**src/rtl/imem_loader.sv**
```systemverilog
// ----------------------------------------------------------------------------
// imem_loader
//
// Boot-time program loader for the mips core's instruction memory. It accepts
// a byte stream over a valid/ready handshake. The stream layout is:
//   - a 16-bit little-endian word count,
//   - len little-endian 32-bit words,
//   - one XOR checksum byte covering the data bytes.
// Each assembled word goes to the instruction-memory write port. The core is
// held in reset until a complete image with a matching checksum has landed.
//
// Ports
//   clk        : rising-edge clock
//   rst        : synchronous reset, active low
//   start      : one-cycle pulse that begins a load (IDLE/DONE/ERR only)
//   in_valid   : byte offered on in_data
//   in_data    : stream byte
//   in_ready   : byte can be accepted (LEN0/LEN1/DATA/CSUM)
//   mem_we     : one-cycle word write strobe
//   mem_addr   : word-aligned byte address of the write
//   mem_wdata  : word to write, [7:0] = first byte received
//   core_hold  : 1 keeps the core in reset
//   busy       : load in progress
//   done       : last load completed with a good checksum
//   err        : last load failed (bad length or checksum)
// ----------------------------------------------------------------------------
module imem_loader #(
   parameter int unsigned ADDR_W    = 7,
   parameter int unsigned MAX_WORDS = 32
) (
   input  logic              clk,
   input  logic              rst,
   input  logic              start,
   input  logic              in_valid,
   input  logic [7:0]        in_data,
   output logic              in_ready,
   output logic              mem_we,
   output logic [ADDR_W-1:0] mem_addr,
   output logic [31:0]       mem_wdata,
   output logic              core_hold,
   output logic              busy,
   output logic              done,
   output logic              err
);

   // Wide enough to hold MAX_WORDS itself, not just MAX_WORDS-1.
   localparam int unsigned CNT_W = $clog2(MAX_WORDS + 1);

   typedef enum logic [2:0] {
      IDLE,
      LEN0,
      LEN1,
      DATA,
      CSUM,
      DONE,
      ERR
   } state_t;

   state_t           state;
   logic [CNT_W-1:0] word_cnt;
   logic [1:0]       byte_idx;
   logic [15:0]      len;
   logic [7:0]       csum;
   logic [23:0]      byte_buf;   // bytes 0..2 of the word being assembled

   logic              hs;
   logic [15:0]       len_full;
   logic              len_bad;
   logic              last_word;
   logic [ADDR_W-1:0] word_addr;
   logic [7:0]        csum_next;

   always_comb begin
      hs        = in_valid & in_ready;
      len_full  = {in_data, len[7:0]};
      len_bad   = (len_full == 16'd0) || (len_full > 16'(MAX_WORDS));
      last_word = ((16'(word_cnt) + 16'd1) == len);
      word_addr = ADDR_W'({word_cnt, 2'b00});
      csum_next = csum ^ in_data;
   end

   // in_ready is registered alongside the state. It is therefore set on
   // every transition into LEN0..CSUM and cleared on every transition out.
   always_ff @(posedge clk) begin
      if (!rst) begin
         state     <= IDLE;
         word_cnt  <= '0;
         byte_idx  <= '0;
         len       <= '0;
         csum      <= '0;
         byte_buf  <= '0;
         in_ready  <= 1'b0;
         mem_we    <= 1'b0;
         mem_addr  <= '0;
         mem_wdata <= '0;
         core_hold <= 1'b1;
         busy      <= 1'b0;
         done      <= 1'b0;
         err       <= 1'b0;
      end else begin
         mem_we <= 1'b0;

         case (state)
            IDLE, DONE, ERR: begin
               if (start) begin
                  state     <= LEN0;
                  word_cnt  <= '0;
                  byte_idx  <= '0;
                  csum      <= '0;
                  in_ready  <= 1'b1;
                  core_hold <= 1'b1;
                  busy      <= 1'b1;
                  done      <= 1'b0;
                  err       <= 1'b0;
               end
            end

            LEN0: begin
               if (hs) begin
                  len[7:0] <= in_data;
                  state    <= LEN1;
               end
            end

            LEN1: begin
               if (hs) begin
                  len[15:8] <= in_data;
                  if (len_bad) begin
                     state    <= ERR;
                     in_ready <= 1'b0;
                     busy     <= 1'b0;
                     err      <= 1'b1;
                  end else begin
                     state <= DATA;
                  end
               end
            end

            DATA: begin
               if (hs) begin
                  csum     <= csum_next;
                  byte_idx <= byte_idx + 2'd1;
                  case (byte_idx)
                     2'd0: byte_buf[7:0]   <= in_data;
                     2'd1: byte_buf[15:8]  <= in_data;
                     2'd2: byte_buf[23:16] <= in_data;
                     default: begin
                        // The fourth byte goes straight into the word. It
                        // never passes through byte_buf.
                        mem_wdata <= {in_data, byte_buf};
                        mem_addr  <= word_addr;
                        mem_we    <= 1'b1;
                        word_cnt  <= word_cnt + CNT_W'(1);
                        if (last_word) begin
                           state <= CSUM;
                        end
                     end
                  endcase
               end
            end

            CSUM: begin
               if (hs) begin
                  in_ready <= 1'b0;
                  busy     <= 1'b0;
                  if (in_data == csum) begin
                     state     <= DONE;
                     done      <= 1'b1;
                     core_hold <= 1'b0;
                  end else begin
                     state     <= ERR;
                     err       <= 1'b1;
                     core_hold <= 1'b1;
                  end
               end
            end

            default: begin
               state    <= IDLE;
               in_ready <= 1'b0;
               busy     <= 1'b0;
            end
         endcase
      end
   end

endmodule
```
**config.mk**
```make
export PLATFORM = sky130hd
export DESIGN_NAME = imem_loader
export DESIGN_NICKNAME = d
export VERILOG_FILES = /design/src/rtl/imem_loader.sv
export SDC_FILE = /design/constraint.sdc
export NUM_CORES = 1
export LEC_CHECK = 0
export BUFFER_PORTS_ARGS = -buffer_cell sky130_fd_sc_hd__buf_2
export CORE_ASPECT_RATIO = 1.4
export CORE_UTILIZATION = 57
export CTS_CLUSTER_DIAMETER = 200
export DETAILED_ROUTE_END_ITERATION = 8
export PLACE_DENSITY = 0.84
export RECOVER_POWER = 100
export SKIP_LAST_GASP = 1
export SLEW_MARGIN = 20
export SYNTH_ARGS = -nofsm -noshare
export SYNTH_HDL_FRONTEND = slang
export SYNTH_SLANG_ARGS = --single-unit
```
**constraint.sdc**
```tcl
create_clock -name clk -period 3.5 [get_ports clk]
set_input_delay 0.35 -clock clk [delete_from_list [all_inputs] [get_ports clk]]
set_output_delay 0.35 -clock clk [all_outputs]
set_load 0.05 [all_outputs]
```
==> impl_results.rst <==
.. list-table::
   :header-rows: 1

   * - Metric
     - Value
   * - Clock Skews
     - around 12 ps
   * - Count of port buffers added during placement
     - 54
   * - Min Tclk post-route
     - about 2600 ps
   * - Top-level port count
     - 57
   * - Minimum setup slack after placement
     - ~1200 ps
   * - Most common cell in the netlist
     - nand2_1
   * - Clock Pin Slew Worst Setup and Hold Paths
     - approximately 90 ps
   * - DP Area
     - approximately 0.0047 mm²
   * - DR vias/cell
     - a little under 6
   * - # fillers
     - slightly below 700
   * - Critical Path Start Type
     - register
   * - Final Cell Area
     - 0.00480 mm²
   * - # clock sinks
     - slightly above 100
   * - Maximum clock frequency
     - ~0.39 GHz
   * - Clock tree from TritonCTS
     - done
   * - Initial antenna violation count
     - 0
   * - Type of the worst setup path
     - register to register
   * - Area of the multi-input gates
     - 0.00217 mm²
   * - Leading cell types by count after synthesis
     - nand2_1, dfxtp_1, a21oi_1, nor2_1, clkbuf_1
   * - Routed length per placed instance
     - 14.5 µm
   * - Synth area leader
     - dfxtp_1
   * - Async set or reset register ratio after synthesis
     - 0%
   * - First-pass GRT wire length
     - 16900 µm
   * - # Post-CTS Setup Buffers
     - 0
   * - Number of vias in the routed layout
     - ~4000
   * - Total half-perimeter wirelength after legalization and detailed placement
     - between 6000 and 7000 µm
   * - Clock Power Share
     - slightly below 30%
   * - Fin Setup TNS
     - 0 ps
   * - Part of the Yosys area used for sequential elements
     - between 40% and 50%
   * - Synth area leaders
     - dfxtp_1, nand2_1, a21oi_1, mux2i_1, nor2_1
   * - Ys flop type
     - dfxtp_1
   * - Antenna-violating nets left
     - 0
   * - Largest driver fanout on the critical path
     - about 40
   * - Gate Count Post-Synth
     - approximately 570
   * - Tightest Hold Check Type
     - primary input to register
   * - Die Span X
     - 76.5 µm
   * - Worst Path Required
     - around 3800 ps
   * - Utilization after layout
     - 64.4%
   * - Outcome
     - finished, final reports clean
   * - Chip Height
     - 106 µm
   * - Actual transition at the worst max-transition pin
     - ~800 ps
   * - Total length of routed wires
     - between 10000 and 15000 µm
   * - Post-synth cell types
     - 52
   * - Net Sw Frac
     - about a third
   * - Reg-to-reg setup timing slack
     - 930 ps
   * - CTS Hold Buffers Added
     - 0
   * - Relative contribution of combinational cells to total power
     - 19.8%
   * - Total power of the final layout
     - 2.50 mW
   * - Non-filler instance count after layout
     - slightly below 700
   * - Vias in the first global route
     - around 3700
   * - Pwr per Cell Area
     - between 500 and 600 mW/mm²
   * - Placeable core region
     - 0.00745 mm²
   * - Remaining routing DRC violations
     - 0
   * - Leak
     - between 1.5 and 2 nW
   * - Buffer and inverter count on the worst path
     - 2
   * - Post-synthesis register bit count
     - about 100
   * - Final worst-path setup slack
     - ~930 ps
   * - Final hold violations
     - 0
   * - Std-Cell Rows
     - 37
   * - Int Power
     - 1.70 mW
   * - Share of power burned in registers
     - approximately half
   * - # diodes
     - 0
   * - Final Slew Violations
     - 0
   * - Clk_lat worst skew
     - ~350 ps
   * - Register Area
     - 0.00202 mm²
   * - Chain of cells forming the critical path
     - nand3b_2 > nor2_1 > buf_4 > and2_1 > clkbuf_2 > nand4b_1 > a21oi_1
   * - Area share of the largest cell type after synthesis
     - 45.6%
   * - Period utilization
     - between 70% and 80%
   * - RSZ-0062 raised after global routing
     - no
   * - Global placer's final weighted congestion
     - ~0.88
   * - Fraction of final layout cells sized beyond drive strength 1
     - between 6 and 7%
   * - Count of instances resized after the clock tree is built
     - 0
   * - Htree depth
     - 3
   * - Synthesis warning total
     - 0
   * - Cell Area, Synth
     - roughly 0.0044 mm²
   * - Maximum count of clock buffers along a single path
     - 2
   * - CTS buffer count
     - 9
   * - Total Routing Usage GR
     - 25.8%
   * - Number of nets in the finished design
     - approximately 610
   * - Initial Util
     - roughly three fifths
   * - CP delay by family, top
     - buffers and inverters
   * - CP arrival
     - roughly 2900 ps
   * - Critical Path Sink Type
     - register
   * - Number of max-capacitance violations reported
     - 0
   * - Root buffer cell
     - clkbuf_8
   * - Area Overhead vs Synth
     - 8.30%
   * - Max VDD drop
     - roughly 0.60 mV
   * - Power spent charging and discharging nets
     - between 0.7 and 0.8 mW
   * - Relative slew margins
     - roughly 47%
   * - First-pass detailed-route iteration total
     - 5
   * - Number of DRC markers in iteration 0
     - between 300 and 400
   * - Number of enable-type register cells in the synthesized netlist
     - 0
   * - Worst hold slack
     - about 270 ps
   * - Slowest-stage cell, CP
     - dfxtp_1
   * - Pin count of the biggest net entering global routing
     - 73
   * - Cells after DPL
     - approximately 680
   * - Overall die area
     - 0.00814 mm²
   * - Grt ovf
     - 0
   * - Setup violators final
     - 0
   * - Worst path max stage delay
     - 730 ps
   * - Per-instance average area after synthesis
     - 7.81 µm²
area by class of cell:
type / count / area share, %
multi-input cells: 408 / 45.1
flip-flops and latches: 101 / 42.1
repair buffers: 61 / 5.39
clock buffers: 10 / 2.66
well taps: 97 / 2.53
clock inverters: 6 / 1.43
inverters: 10 / 0.782
path summary, 6_finish.rpt:
check / start / endpoint / cells past startpoint
setup / recovery: state[0]$_SDFFE_PN0P_ / word_cnt[5]$_SDFFE_PN0P_ / 7
hold / removal: rst / core_hold$_SDFFE_PN1P_ / 2
setup reg to reg: state[0]$_SDFFE_PN0P_ / word_cnt[5]$_SDFFE_PN0P_ / 7
hold reg to reg: byte_buf[16]$_SDFFE_PN0P_ / mem_wdata[16]$_SDFFE_PN0P_ / 2
cells in the final DEF (no fill, tap or decap), types with 2 or more instances in the layout:
cell type,count
mux2i_1,16
ha_1,5
o21a_1,4
and2_1,3
a211oi_1,3
inv_1,9
nand2_1,118
nor3_1,10
clkbuf_8,9
xnor2_1,4
a21oi_1,84
xor2_1,3
or3_1,2
a31o_2,4
and3_1,2
buf_4,4
dfxtp_1,101
nor2_1,40
nand4_1,5
a31oi_1,3
inv_6,2
clkbuf_1,46
a2111oi_0,3
a41oi_1,2
nand2b_1,3
nor2b_1,18
buf_2,11
nor4_1,8
nand3_1,28
o21ai_0,19
conb_1,2
sequential cells by signal, indices dropped and copies added (netlist names):
signal / count
word_cnt: 6
mem_wdata: 32
done: 1
mem_we: 1
csum: 8
busy: 1
mem_addr: 5
byte_idx: 2
len: 16
byte_buf: 24
state: 3
err: 1
core_hold: 1
per-layer routing:
metal	GRT usage, %	vias up	wire [µm]
li1	-	1969	-
met1	30.1	1870	4150
met2	45.7	132	5110
met3	3.95	26	484
met4	12.9	0	297
met5	0	-	0
power by group through the flow:
stage / Sequential [mW] / Combinational [mW] / Clock, mW
3_3_place_gp: 1.29 / 0.494 / 0
5_1_grt: 1.29 / 0.551 / 0.793
3_5_place_dp: 1.30 / 0.504 / 0
6_report: 1.27 / 0.496 / 0.728
4_1_cts: 1.27 / 0.505 / 0.744
2_1_floorplan: 1.27 / 0.427 / 0
kinds of logic after synthesis:
group	synth area share (%)
AOI/OAI and AO/OA	17.1
xor gates and xnor gates	1.38
adders and majority gates	1.41
buffers and inverters	5.59
DFF	45.6
muxes	3.87
other	0.0846
and+or+nand+nor	24.9
(Power assumes the default switching activity.)
